--- src/rtl/risc_pkg.sv ---
// -----------------------------------------------------------------------------
// risc_pkg
// Shared definitions for the 16-bit RISC core execute stage.
//   - WIDTH / OPW    : datapath and opcode widths
//   - OP_* constants : opcode encoding (instruction bits [15:12])
//   - opcode_t       : opcode field type
//   - word_t         : datapath word type
//   - helper functions classifying opcodes
// -----------------------------------------------------------------------------
package risc_pkg;

    localparam int WIDTH = 16;
    localparam int OPW   = 4;

    typedef logic [OPW-1:0]   opcode_t;
    typedef logic [WIDTH-1:0] word_t;

    localparam opcode_t OP_AND  = 4'd0;
    localparam opcode_t OP_ADD  = 4'd1;
    localparam opcode_t OP_SUB  = 4'd2;
    localparam opcode_t OP_ADDI = 4'd3;
    localparam opcode_t OP_ANDI = 4'd4;
    localparam opcode_t OP_LW   = 4'd5;
    localparam opcode_t OP_LBX  = 4'd6;
    localparam opcode_t OP_SW   = 4'd7;
    localparam opcode_t OP_BGT  = 4'd8;
    localparam opcode_t OP_BLT  = 4'd9;
    localparam opcode_t OP_BEQ  = 4'd10;
    localparam opcode_t OP_BNE  = 4'd11;
    localparam opcode_t OP_JMP  = 4'd12;
    localparam opcode_t OP_CALL = 4'd13;
    localparam opcode_t OP_RET  = 4'd14;
    localparam opcode_t OP_SV   = 4'd15;

    // Control-transfer opcodes leave the ALU result (and flags) untouched.
    function automatic logic is_hold_op(input opcode_t op);
        logic r;
        case (op)
            OP_JMP, OP_CALL, OP_RET: r = 1'b1;
            default:                 r = 1'b0;
        endcase
        return r;
    endfunction

    // Opcodes whose ALU result is a - b.
    function automatic logic is_sub_op(input opcode_t op);
        logic r;
        case (op)
            OP_SUB, OP_BGT, OP_BLT, OP_BEQ, OP_BNE: r = 1'b1;
            default:                               r = 1'b0;
        endcase
        return r;
    endfunction

endpackage : risc_pkg

--- src/rtl/branch_comparator.sv ---
// -----------------------------------------------------------------------------
// branch_comparator
// Combinational signed branch-condition evaluator.
// Ports:
//   opcode   in  : instruction opcode; only BGT/BLT/BEQ/BNE produce a condition
//   a        in  : operand A (left operand when cmp_mode = 0)
//   b        in  : operand B (always the right operand)
//   cmp_mode in  : 1 selects zero as the left operand (compare-against-zero)
//   cond     out : branch condition true
// -----------------------------------------------------------------------------
module branch_comparator
    import risc_pkg::*;
(
    input  logic [OPW-1:0]   opcode,
    input  logic [WIDTH-1:0] a,
    input  logic [WIDTH-1:0] b,
    input  logic             cmp_mode,
    output logic             cond
);

    logic [WIDTH-1:0] lhs_s;

    // Left-operand select: zero or operand A.
    always_comb begin
        if (cmp_mode) begin
            lhs_s = {WIDTH{1'b0}};
        end else begin
            lhs_s = a;
        end
    end

    // Signed two's-complement compare selected by opcode; non-branches give 0.
    always_comb begin
        cond = 1'b0;
        case (opcode)
            OP_BGT:  cond = ($signed(lhs_s) >  $signed(b));
            OP_BLT:  cond = ($signed(lhs_s) <  $signed(b));
            OP_BEQ:  cond = (lhs_s == b);
            OP_BNE:  cond = (lhs_s != b);
            default: cond = 1'b0;
        endcase
    end

endmodule : branch_comparator

--- src/rtl/exec_alu_cmp.sv ---
// -----------------------------------------------------------------------------
// exec_alu_cmp
// Execute stage of the 16-bit RISC core: ALU plus branch comparator, with the
// ALU result and branch-taken flag registered on every enabled cycle.
// Ports:
//   clock        in  : rising-edge clock
//   reset        in  : synchronous, active-high; clears all outputs
//   en           in  : execute enable; outputs update only when high
//   opcode       in  : instruction opcode (instruction bits [15:12])
//   a            in  : operand A (register-file bus A)
//   b            in  : operand B (bus B or extended immediate)
//   cmp_mode     in  : 1 = comparator left operand is zero, 0 = operand A
//   result       out : registered ALU result
//   branch_flag  out : registered branch condition
//   result_valid out : pulses high the cycle after each enabled cycle
//   flag_n/z/c/v out : registered ALU status flags (only with ALU_FLAGS_EN)
// Configuration macro: ALU_FLAGS_EN adds the registered N/Z/C/V flag outputs.
// -----------------------------------------------------------------------------
module exec_alu_cmp
    import risc_pkg::*;
(
    input  logic             clock,
    input  logic             reset,
    input  logic             en,
    input  logic [OPW-1:0]   opcode,
    input  logic [WIDTH-1:0] a,
    input  logic [WIDTH-1:0] b,
    input  logic             cmp_mode,
    output logic [WIDTH-1:0] result,
    output logic             branch_flag,
    output logic             result_valid
`ifdef ALU_FLAGS_EN
    ,
    output logic             flag_n,
    output logic             flag_z,
    output logic             flag_c,
    output logic             flag_v
`endif
);

    // ---------------------------------------------------------------------
    // Arithmetic
    // ---------------------------------------------------------------------
    logic [WIDTH-1:0] add_sum_s;
    logic [WIDTH-1:0] sub_diff_s;

`ifdef ALU_FLAGS_EN
    logic             add_c_s;
    logic             sub_c_s;

    // Subtraction as a + ~b + 1 so the carry out is the inverted borrow.
    assign {add_c_s, add_sum_s}  = {1'b0, a} + {1'b0, b};
    assign {sub_c_s, sub_diff_s} = {1'b0, a} + {1'b0, ~b} + {{WIDTH{1'b0}}, 1'b1};
`else
    assign add_sum_s  = a + b;
    assign sub_diff_s = a - b;
`endif

    // ---------------------------------------------------------------------
    // Branch comparator
    // ---------------------------------------------------------------------
    logic cond_s;

    branch_comparator u_branch_comparator (
        .opcode   (opcode),
        .a        (a),
        .b        (b),
        .cmp_mode (cmp_mode),
        .cond     (cond_s)
    );

    // ---------------------------------------------------------------------
    // State
    // ---------------------------------------------------------------------
    logic [WIDTH-1:0] result_q;
    logic [WIDTH-1:0] result_d;
    logic             branch_flag_q;
    logic             branch_flag_d;
    logic             result_valid_q;
    logic             result_valid_d;
    logic [WIDTH-1:0] alu_res_s;

    // ALU function select; control-transfer ops recirculate the held result.
    always_comb begin
        alu_res_s = result_q;
        case (opcode)
            OP_AND, OP_ANDI:                    alu_res_s = a & b;
            OP_ADD, OP_ADDI, OP_LW, OP_LBX,
            OP_SW, OP_SV:                       alu_res_s = add_sum_s;
            OP_SUB, OP_BGT, OP_BLT, OP_BEQ,
            OP_BNE:                             alu_res_s = sub_diff_s;
            OP_JMP, OP_CALL, OP_RET:            alu_res_s = result_q;
            default:                            alu_res_s = result_q;
        endcase
    end

    // Next-state for the result, branch flag and valid strobe.
    always_comb begin
        result_d       = result_q;
        branch_flag_d  = branch_flag_q;
        result_valid_d = 1'b0;
        if (en) begin
            result_d       = alu_res_s;
            branch_flag_d  = cond_s;
            result_valid_d = 1'b1;
        end else begin
            result_d       = result_q;
            branch_flag_d  = branch_flag_q;
            result_valid_d = 1'b0;
        end
    end

    // Output registers with synchronous reset.
    always_ff @(posedge clock) begin
        if (reset) begin
            result_q       <= {WIDTH{1'b0}};
            branch_flag_q  <= 1'b0;
            result_valid_q <= 1'b0;
        end else begin
            result_q       <= result_d;
            branch_flag_q  <= branch_flag_d;
            result_valid_q <= result_valid_d;
        end
    end

    assign result       = result_q;
    assign branch_flag  = branch_flag_q;
    assign result_valid = result_valid_q;

`ifdef ALU_FLAGS_EN
    // ---------------------------------------------------------------------
    // Status flags
    // ---------------------------------------------------------------------
    logic alu_c_s;
    logic alu_v_s;
    logic flag_n_q, flag_n_d;
    logic flag_z_q, flag_z_d;
    logic flag_c_q, flag_c_d;
    logic flag_v_q, flag_v_d;

    // Carry / overflow per operation class; logic ops clear both.
    always_comb begin
        alu_c_s = 1'b0;
        alu_v_s = 1'b0;
        if (is_sub_op(opcode)) begin
            alu_c_s = sub_c_s;
            // Overflow when operand signs differ and the result sign differs from a.
            alu_v_s = (a[WIDTH-1] != b[WIDTH-1]) && (sub_diff_s[WIDTH-1] != a[WIDTH-1]);
        end else if ((opcode == OP_AND) || (opcode == OP_ANDI) || is_hold_op(opcode)) begin
            alu_c_s = 1'b0;
            alu_v_s = 1'b0;
        end else begin
            alu_c_s = add_c_s;
            // Overflow when operand signs match and the result sign differs.
            alu_v_s = (a[WIDTH-1] == b[WIDTH-1]) && (add_sum_s[WIDTH-1] != a[WIDTH-1]);
        end
    end

    // Flags follow the result; control-transfer ops hold them along with it.
    always_comb begin
        flag_n_d = flag_n_q;
        flag_z_d = flag_z_q;
        flag_c_d = flag_c_q;
        flag_v_d = flag_v_q;
        if (en && !is_hold_op(opcode)) begin
            flag_n_d = alu_res_s[WIDTH-1];
            flag_z_d = (alu_res_s == {WIDTH{1'b0}});
            flag_c_d = alu_c_s;
            flag_v_d = alu_v_s;
        end else begin
            flag_n_d = flag_n_q;
            flag_z_d = flag_z_q;
            flag_c_d = flag_c_q;
            flag_v_d = flag_v_q;
        end
    end

    // Flag registers with synchronous reset.
    always_ff @(posedge clock) begin
        if (reset) begin
            flag_n_q <= 1'b0;
            flag_z_q <= 1'b0;
            flag_c_q <= 1'b0;
            flag_v_q <= 1'b0;
        end else begin
            flag_n_q <= flag_n_d;
            flag_z_q <= flag_z_d;
            flag_c_q <= flag_c_d;
            flag_v_q <= flag_v_d;
        end
    end

    assign flag_n = flag_n_q;
    assign flag_z = flag_z_q;
    assign flag_c = flag_c_q;
    assign flag_v = flag_v_q;
`endif

endmodule : exec_alu_cmp

--- config.mk ---
export PLATFORM = sky130hd
export DESIGN_NAME = exec_alu_cmp
export DESIGN_NICKNAME = d
export VERILOG_FILES = /design/src/rtl/risc_pkg.sv /design/src/rtl/branch_comparator.sv /design/src/rtl/exec_alu_cmp.sv
export SDC_FILE = /design/constraint.sdc
export NUM_CORES = 1
export LEC_CHECK = 0
export ABC_AREA = 0
export BUFFER_PORTS_ARGS = -buffer_cell sky130_fd_sc_hd__buf_2
export CORE_MARGIN = 8
export CORE_UTILIZATION = 50
export CTS_BUF_LIST = sky130_fd_sc_hd__clkbuf_4
export DETAILED_ROUTE_END_ITERATION = 8
export PLACE_DENSITY_LB_ADDON = 0.12
export SLEW_MARGIN = 30
export SYNTH_ARGS = -nofsm -noshare
export SYNTH_HDL_FRONTEND = slang
export SYNTH_HIERARCHICAL = 1
export SYNTH_SLANG_ARGS = --single-unit
--- constraint.sdc ---
create_clock -name clock -period 4.1 [get_ports clock]
set_clock_uncertainty 0.2 [all_clocks]
set_input_delay 0.615 -clock clock [delete_from_list [all_inputs] [get_ports clock]]
set_output_delay 0.615 -clock clock [all_outputs]
set_load 0.1 [all_outputs]
### After elaboration in Yosys (flattened, before gate mapping)

Cells that the tools add are included.

| cells by class | value |
|---|---|
| add/subtract/negate cells | 2 |
| multipliers | 0 |
| div/mod/pow operators | 0 |
| magnitude comparators | 2 |
| eq/ne operators | 17 |
| shifts and indexed selects | 0 |
| multiplexer cells | 4 |
| bitwise logic cells | 2 |
| reduce and logical (&&, ||, !) cells | 6 |

Operators by type and width:

| operator | count |
|---|---|
| one-hot mux 16 bit (3 select lines) | 1 |
| equality test 4 bit, second input constant | 8 |
| adder 16 bit | 1 |
| AND 16 bit | 1 |
| equality test 16 bit | 1 |
| equality test 4 x 3 -> 1 bit, second input constant | 4 |
| > comparator 16 bit | 1 |
| < comparator 16 bit | 1 |
| two-way mux 16 bit | 1 |
| inequality test 16 bit | 1 |
| subtractor 16 bit | 1 |
| equality test 4 x 2 -> 1 bit, second input constant | 2 |
| OR reduction 6 bit | 1 |
| OR reduction 5 bit | 1 |
| equality test 4 x 1 -> 1 bit, second input constant | 1 |
| logical NOT 4 bit | 1 |
| one-hot mux 1 bit (4 select lines) | 1 |
| OR reduction 3 bit | 1 |
| AND reduction 2 bit | 1 |
| OR reduction 2 bit | 1 |
| two-way mux 1 bit | 1 |
| inverter 1 bit | 1 |

| word-level totals | value |
|---|---|
| register bits | 18 |
| latch bits | 0 |
| RAM bits | 0 |
| memory bits (read-only) | 0 |
| input bits | 40 |
| output and inout bits | 18 |
| word-level logic and storage cells | 36 |
| memories | 0 |

### Logic depth before layout (Yosys ltp)

Gate-level depths: netlist of run 1.

| logic depth | value |
|---|---|
| depth after elaboration | 4 |
| mapped depth | 14 |
| mapped depth without buffers | 14 |

### Cells and area by module

Netlist of run 1, hierarchy kept.

Modules (own cells, without submodules):

| module | instances | cells an instance | area each (µm²) | sequential area each (µm²) |
|---|---|---|---|---|
| exec_alu_cmp | 1 | 255 | 1,940.6 | 360.3 |
| branch_comparator | 1 | 84 | 585.6 | 0.0 |

### Worst setup path before layout of run 1

Ideal clock, no wire load.

| timing path | value |
|---|---|
| kind | in2reg |
| from | input b[3] |
| to | register result_q[13] (netlist: result[13]) |
| library setup time | 0.122 ns |
| data arrival time | 3.413 ns |
| setup slack | 0.365 ns |
| cell stages on the path | 11 |
| buffers on the path | 0 |
| path through | or4_1 or4_4 o31ai_1 xor2_1 ha_1 o21a_1 a21oi_1 nor2b_1 or4_1 o22ai_1 a21oi_1 |

| on the way | value |
|---|---|
| longest elaborated chain between the ends | 2 |
| elaborated cells between the ends (all ways) | 3 |

Ends and longest elaborated chain:

| element | RTL line | source |
|---|---|---|
| from (decl) | exec_alu_cmp.sv:27 | `input logic [WIDTH-1:0] b,` |
| subtractor 16 bit or adder 16 bit (tied branches) | exec_alu_cmp.sv:56, exec_alu_cmp.sv:55 |  |
| one-hot mux 16 bit (3 select lines) * | exec_alu_cmp.sv:86 | `case (opcode)` |
| to (signal assigned) | exec_alu_cmp.sv:116 | `result_q <= {WIDTH{1'b0}};` |
| to (signal assigned) | exec_alu_cmp.sv:120 | `result_q <= result_d;` |
| to (decl) | exec_alu_cmp.sv:75 | `logic [WIDTH-1:0] result_q;` |

Every way passes the cells marked *; elsewhere a longest branch is shown, timed or not.
A chain may end at the register's enable or synchronous reset.

### Worst setup path after layout of run 1

Ends and elaborated chain as after synthesis.

==> flow_summary.ini, run 1 <==
[run_status]
status = complete, no violations

[logic_synthesis]
synth_cells = 339
ys_seq_area_frac = 0.143
synth_top_area_share = 0.163
yosysTopAreaCell = ha_1
ys_ff_latch = 18
ys_types = 59
async_flop_share = 0
yosys.cell_count.top_type = ha_1
ys_top_cells_by_count = 33 x ha_1, 32 x nand2_1, 25 x inv_1, 23 x a21oi_1, 22 x nor2_1
synth_area_leaders = ha_1 16%, dfxtp_1 14%, nor2b_1 5.2%
syn_area_per_cell_um2 = 7.45
netlist_area_mm2 = 0.00253
synth_edf_count = 0
synth_warnings = 6
synth_flop_cell = dfxtp_1
synthesis.nets = 413

[clock_network]
cts_tree = yes
clock_tree.root_cell = clkbuf_4
cts_resized = 0
cts-buffers-inserted = 3
htreeDepth = 1
path_clk_slew_ns = 0.09
clockBufferDepth = 2
hold_buffers = 0
clk-insertion-delay-late_ns = 0.29
cts_sinks = 18
cts_setup_buffers = 0

[routing]
drc_errors = 0
final_antenna_net_count = 0
drt-initial-drc-count = 141
first_pass_iters = 4
vias = 2691
wl_mm = 7.33
vias_per_cell = 5.81
wl_per_cell_um = 15.8

[global_routing]
grtUsageTotal = 0.203
overflow = 0
grt_pass1_vias = 2737
grt_pass1_wl_mm = 12.4
grt_max_degree = 24
antenna_found_initial = 0

[timing]
fmax_mhz = 267
maxSlewHeadroom = 0.367
fin_ws_ns = 0.360
fin_crit_ns = 3.74
timing.setup.tns_ns = 0
setup_violations = 0
fin_crit_sh = 0.912
hold_violations = 0
worst_pin_slew_ns = 0.943
slew_viol_final = 0
grt_setup_unrepaired = no

[placed_design]
gp_congestion = 0.891
dp_cells = 459
placed_area_mm2 = 0.00288
io_buffers = 57
hpwl_mm = 6.06
place_ws_ns = 0.0813

[worst_setup_path]
crit_slowest_cell = or4_1
end_kind = flop
cp_max_fo = 6
critical_path_class = input port to flop
crit_chain = buf_2, or4_1, or4_4, o31ai_1, xor2_1, ha_1, o21a_1, a21oi_1, nor2b_1, or4_1, o22ai_1, a21oi_1
required_ns = 4.08
cp_slowest_stage_delay_ns = 0.55
cp.arrival_ns = 3.72
critPathLaunchType = input port

[layout]
syn2layout_area_growth_pct = 15.2
drive_gt1_frac = 0.181
num-nets-final = 468
fin_cells = 463
design_area_mm2 = 0.00291
antenna_cells = 0

[power_and_ir_drop]
p_per_area_mw_per_mm2 = 281
leakagePower_nw = 1.37
vdd_drop_max_uv = 242

[floorplanning]
dieArea_mm2 = 0.00758
ios = 58
start_util = 0.508
die_h_um = 87.1
rows = 26
coreArea_mm2 = 0.00498
die_w_um = 87.1

[min_path]
min_path_type = flop to flop

[run]
maxCapViolations = 0
## placed cells by master, fill, tap and decap left out, drive strengths merged, types with 2 or more instances in the layout
| master | instances |
|---|---|
| a2111oi | 3 |
| a211o | 2 |
| a211oi | 7 |
| a21boi | 4 |
| a21o | 3 |
| a21oi | 25 |
| a311oi | 7 |
| a31oi | 5 |
| a41oi | 3 |
| and2 | 2 |
| and3 | 3 |
| and4 | 2 |
| buf | 60 |
| clkbuf | 3 |
| dfxtp | 18 |
| ha | 33 |
| inv | 26 |
| mux2i | 3 |
| nand2 | 32 |
| nand2b | 6 |
| nand3 | 9 |
| nand4 | 4 |
| nor2 | 22 |
| nor2b | 21 |
| nor3 | 9 |
| o211ai | 4 |
| o21a | 3 |
| o21ai | 16 |
| o21bai | 3 |
| o31ai | 3 |
| o41ai | 3 |
| or2 | 3 |
| or3 | 5 |
| or4 | 5 |
| xnor2 | 11 |
| xor2 | 10 |
## registers in the layout, summed over array words and instances (netlist names)
signal        cells
branch_flag       1
result           16
result_valid      1
## path summary, 6_finish.rpt
kind	from	endpoint	slack, ns	depth (start not counted)
min	result[11]$_SDFFE_PP0P_	result[11]$_SDFFE_PP0P_	0.26	2
min reg2reg	result[11]$_SDFFE_PP0P_	result[11]$_SDFFE_PP0P_	0.26	2
max	b[3]	result[13]$_SDFFE_PP0P_	0.36	12
max reg2reg	result[12]$_SDFFE_PP0P_	result[12]$_SDFFE_PP0P_	2.91	2
## per-layer routing
metal | global-route usage | wire (um) | up-vias
li1 | - | - | 1364
met1 | 0.229 | 3150 | 1242
met2 | 0.375 | 3700 | 69
met3 | 0.0311 | 283 | 16
met4 | 0.0657 | 205 | 0
met5 | 0 | 0 | -
## logic make-up after synthesis
kind of cell / Yosys count / synth area share
AO/OA/AOI/OAI: 101 / 0.286
XOR/XNOR: 21 / 0.0728
adder cells (fa/ha/maj): 34 / 0.171
buffers and inverters: 36 / 0.0535
flip-flops: 18 / 0.143
multiplexers: 3 / 0.0119
AND/OR/NAND/NOR: 126 / 0.262
## cell type report
| cell class | instances | area, um2 |
|---|---|---|
| fillers | 519 | 2070 |
| multi-input cells | 285 | 2030 |
| flip-flops and latches | 18 | 360 |
| repair buffers | 60 | 308 |
| inverters | 26 | 97.6 |
| well taps | 70 | 87.6 |
| clock buffers | 3 | 22.5 |
| clock inverters | 1 | 3.75 |
## power by group
group	internal [W]	switching [W]
sequential	0.000193	0.00000781
combinational	0.000172	0.000357
clock	0.0000354	0.0000537
total	0.000400	0.000419
## through the flow
step | hold slack [ns] | total power, W | utilization
floorplan | 0.543 | 0.000612 | -
global placement | 0.241 | 0.000726 | 0.579
CTS | 0.262 | 0.000821 | 0.585
finish | 0.260 | 0.000819 | 0.585
global route | 0.288 | 0.000882 | 0.585
detailed placement | 0.246 | 0.000731 | 0.579
## worst max-delay path: cells and delay by family
family | cells | cell delay, ns
AO/OA/AOI/OAI | 5 | 0.90
XOR/XNOR | 1 | 0.19
adder cells (fa/ha/maj) | 1 | 0.32
buffers and inverters | 1 | 0.13
AND/OR/NAND/NOR | 4 | 1.57
(Power assumes the default switching activity.)
==> run 2: changes to the inputs <==
--- a/config.mk
+++ b/config.mk
@@ -17,3 +17,2 @@
 export SYNTH_HDL_FRONTEND = slang
-export SYNTH_HIERARCHICAL = 1
 export SYNTH_SLANG_ARGS = --single-unit
==> constraint.sdc (replaced) <==
create_clock -name clock -period 3.1 [get_ports clock]
set_clock_uncertainty 0.2 [all_clocks]
set_input_delay 0.465 -clock clock [delete_from_list [all_inputs] [get_ports clock]]
set_output_delay 0.465 -clock clock [all_outputs]
set_load 0.005 [all_outputs]
==> flow_summary.ini, run 2 <==
[layout]
most-common-layout-cells = 61 x buf_4, 55 x buf_2, 33 x ha_1, 29 x nand2_1, 26 x nor2_1
layout_commonest_cell = buf_4
num-nets-final = 509
largest_register_ffs = 16
syn2layout_area_growth_pct = 37.9
drive_gt1_frac = 0.339
antenna_cells = 0

[timing]
fin_crit_sh = 1.02
worst_pin_slew_ns = 0.492
maxSlewHeadroom = 0.671
fin_crit_ns = 3.16
fin_ws_ns = -0.0644
grt_setup_unrepaired = yes
fmax_mhz = 316
setup_violations = 1
hold_violations = 0
slew_viol_final = 0

[logic_synthesis]
syn_area_per_cell_um2 = 7.43
async_flop_share = 0
ys_seq_area_frac = 0.150
ys_types = 53
synth_cells = 323
synth_edf_count = 0
synthesis.nets = 397
yosys.cell_count.top_type = ha_1
yosysTopAreaCell = ha_1
ys_top_cells_by_count = 33 x ha_1, 29 x nand2_1, 27 x nor2_1, 25 x a21oi_1, 25 x inv_1
netlist_area_mm2 = 0.00240
synth_flop_cell = dfxtp_1
synth_top_area_share = 0.172
synth_area_leaders = ha_1 17%, dfxtp_1 15%, xnor2_1 7.7%
ys_ff_latch = 18
synth_warnings = 0

[clock_network]
clk-insertion-delay-late_ns = 0.31
cts_tree = yes
path_clk_slew_ns = 0.12
clockBufferDepth = 2
cts-buffers-inserted = 3
cts_sinks = 18
clock_tree.root_cell = clkbuf_4
htreeDepth = 1

[routing]
final_antenna_net_count = 0
drt-initial-drc-count = 135
drc_errors = 0
wl_mm = 7.48
vias = 2756
vias_per_cell = 5.65
wl_per_cell_um = 15.3
first_pass_iters = 4

[worst_setup_path]
cp_slowest_stage_delay_ns = 0.54
critPathLaunchType = input port
cp_max_fo = 4
critical_path_class = input port to flop
required_ns = 3.12
crit_chain = buf_6, or4_4, or3_4, nor4_4, nor2_1, xnor2_1, ha_1, a21oi_1, o21ai_1, a21oi_1, o31ai_1, xnor2_1, a2111oi_2
crit_slowest_cell = or4_4
end_kind = flop
critPathBufInv = 1
crit_family = simple AND/OR/NAND/NOR gates
cp.arrival_ns = 3.18

[global_routing]
grtUsageTotal = 0.199
grt_pass1_wl_mm = 12.1
grt_pass1_vias = 2694
overflow = 0
grt_max_degree = 23
antenna_found_initial = 0

[power_and_ir_drop]
vdd_drop_max_uv = 159
total_power_w = 0.00106
p_per_area_mw_per_mm2 = 320
leakagePower_nw = 1.60

[run]
maxCapViolations = 0

[placed_design]
place_ws_ns = -0.520
gp_congestion = 0.909
hpwl_mm = 6.10
io_buffers = 57

[floorplanning]
start_util = 0.511
die_h_um = 85.3
die_w_um = 85.3
ios = 58
rows = 25
coreArea_mm2 = 0.00469
dieArea_mm2 = 0.00727

[run_status]
violations = setup timing
status = finished with violations

[min_path]
min_path_type = input port to flop
-- run 2: changes by cell type in the layout (fill, tap and decap cells not counted), moves of 5 or more --
cell      change
xnor2_1      +10
a21oi_2       +6
buf_4        +58
o21ai_1       -7
nand2b_1      -5
a21oi_1       -6
xor2_1        -8
-- run 2: layout make-up --
cell class / count / area (um2)
clock buffers: 3 / 22.5
flip-flops and latches: 18 / 360
fillers: 410 / 1380
inverters: 25 / 93.8
well taps: 54 / 67.6
repair buffers: 118 / 756
multi-input cells: 269 / 2000
clock inverters: 1 / 3.75
-- run 2: worst paths after layout --
| check | from | to | slack, ns | cells after the start |
|---|---|---|---|---|
| min reg2reg | branch_flag$_SDFFE_PP0P_ | branch_flag$_SDFFE_PP0P_ | 0.30 | 1 |
| max reg2reg | result[15]$_SDFFE_PP0P_ | result[15]$_SDFFE_PP0P_ | 1.99 | 2 |
| min | en | result_valid$_SDFF_PP0_ | 0.25 | 2 |
| max | b[6] | result[15]$_SDFFE_PP0P_ | -0.06 | 13 |
-- run 2: routing by layer --
layer | GRT usage | part of all wire
met5 | 0 | 0
met4 | 0.0637 | 0.014
met3 | 0.0328 | 0.051
met2 | 0.344 | 0.49
met1 | 0.245 | 0.44
-- run 2: repair_timing --
action / 4_1_cts / 5_1_grt
pin swaps: 10 / 8
setup buffers: 2 / 2
endpoints found under the setup margin: 2 / 7
hold buffers: 0 / 0
resized for setup: 5 / 17
-- run 2: power breakdown --
| part | internal, W | switching, W | total (W) |
|---|---|---|---|
| Sequential | 0.000256 | 0.0000116 | 0.000268 |
| Combinational | 0.000327 | 0.000332 | 0.000660 |
| Clock | 0.0000471 | 0.0000840 | 0.000131 |
-- run 2: through the flow --
step / cells / util / setup TNS [ns] / hold WS [ns] / cell area (um2)
floorplan: 323 / - / -0.459 / 0.274 / 2450
global placement: 480 / 0.674 / -1.68 / 0.266 / 3160
detailed placement: 480 / 0.674 / -2.19 / 0.267 / 3160
CTS: 486 / 0.687 / -0.0685 / 0.252 / 3230
global route: 488 / 0.705 / -0.278 / 0.252 / 3310
finish: 488 / 0.705 / -0.0644 / 0.246 / 3310
-- run 2: cells by family (layout without fill, tap and decap cells) --
group	after synthesis	after routing	synth area share
AO/OA/AOI/OAI	94	94	0.268
XOR/XNOR	23	23	0.0839
adder cells (fa/ha/maj)	34	34	0.180
AND/OR/NAND/NOR	118	118	0.255
buffers and inverters	36	147	0.0620
flip-flops	18	18	0.150
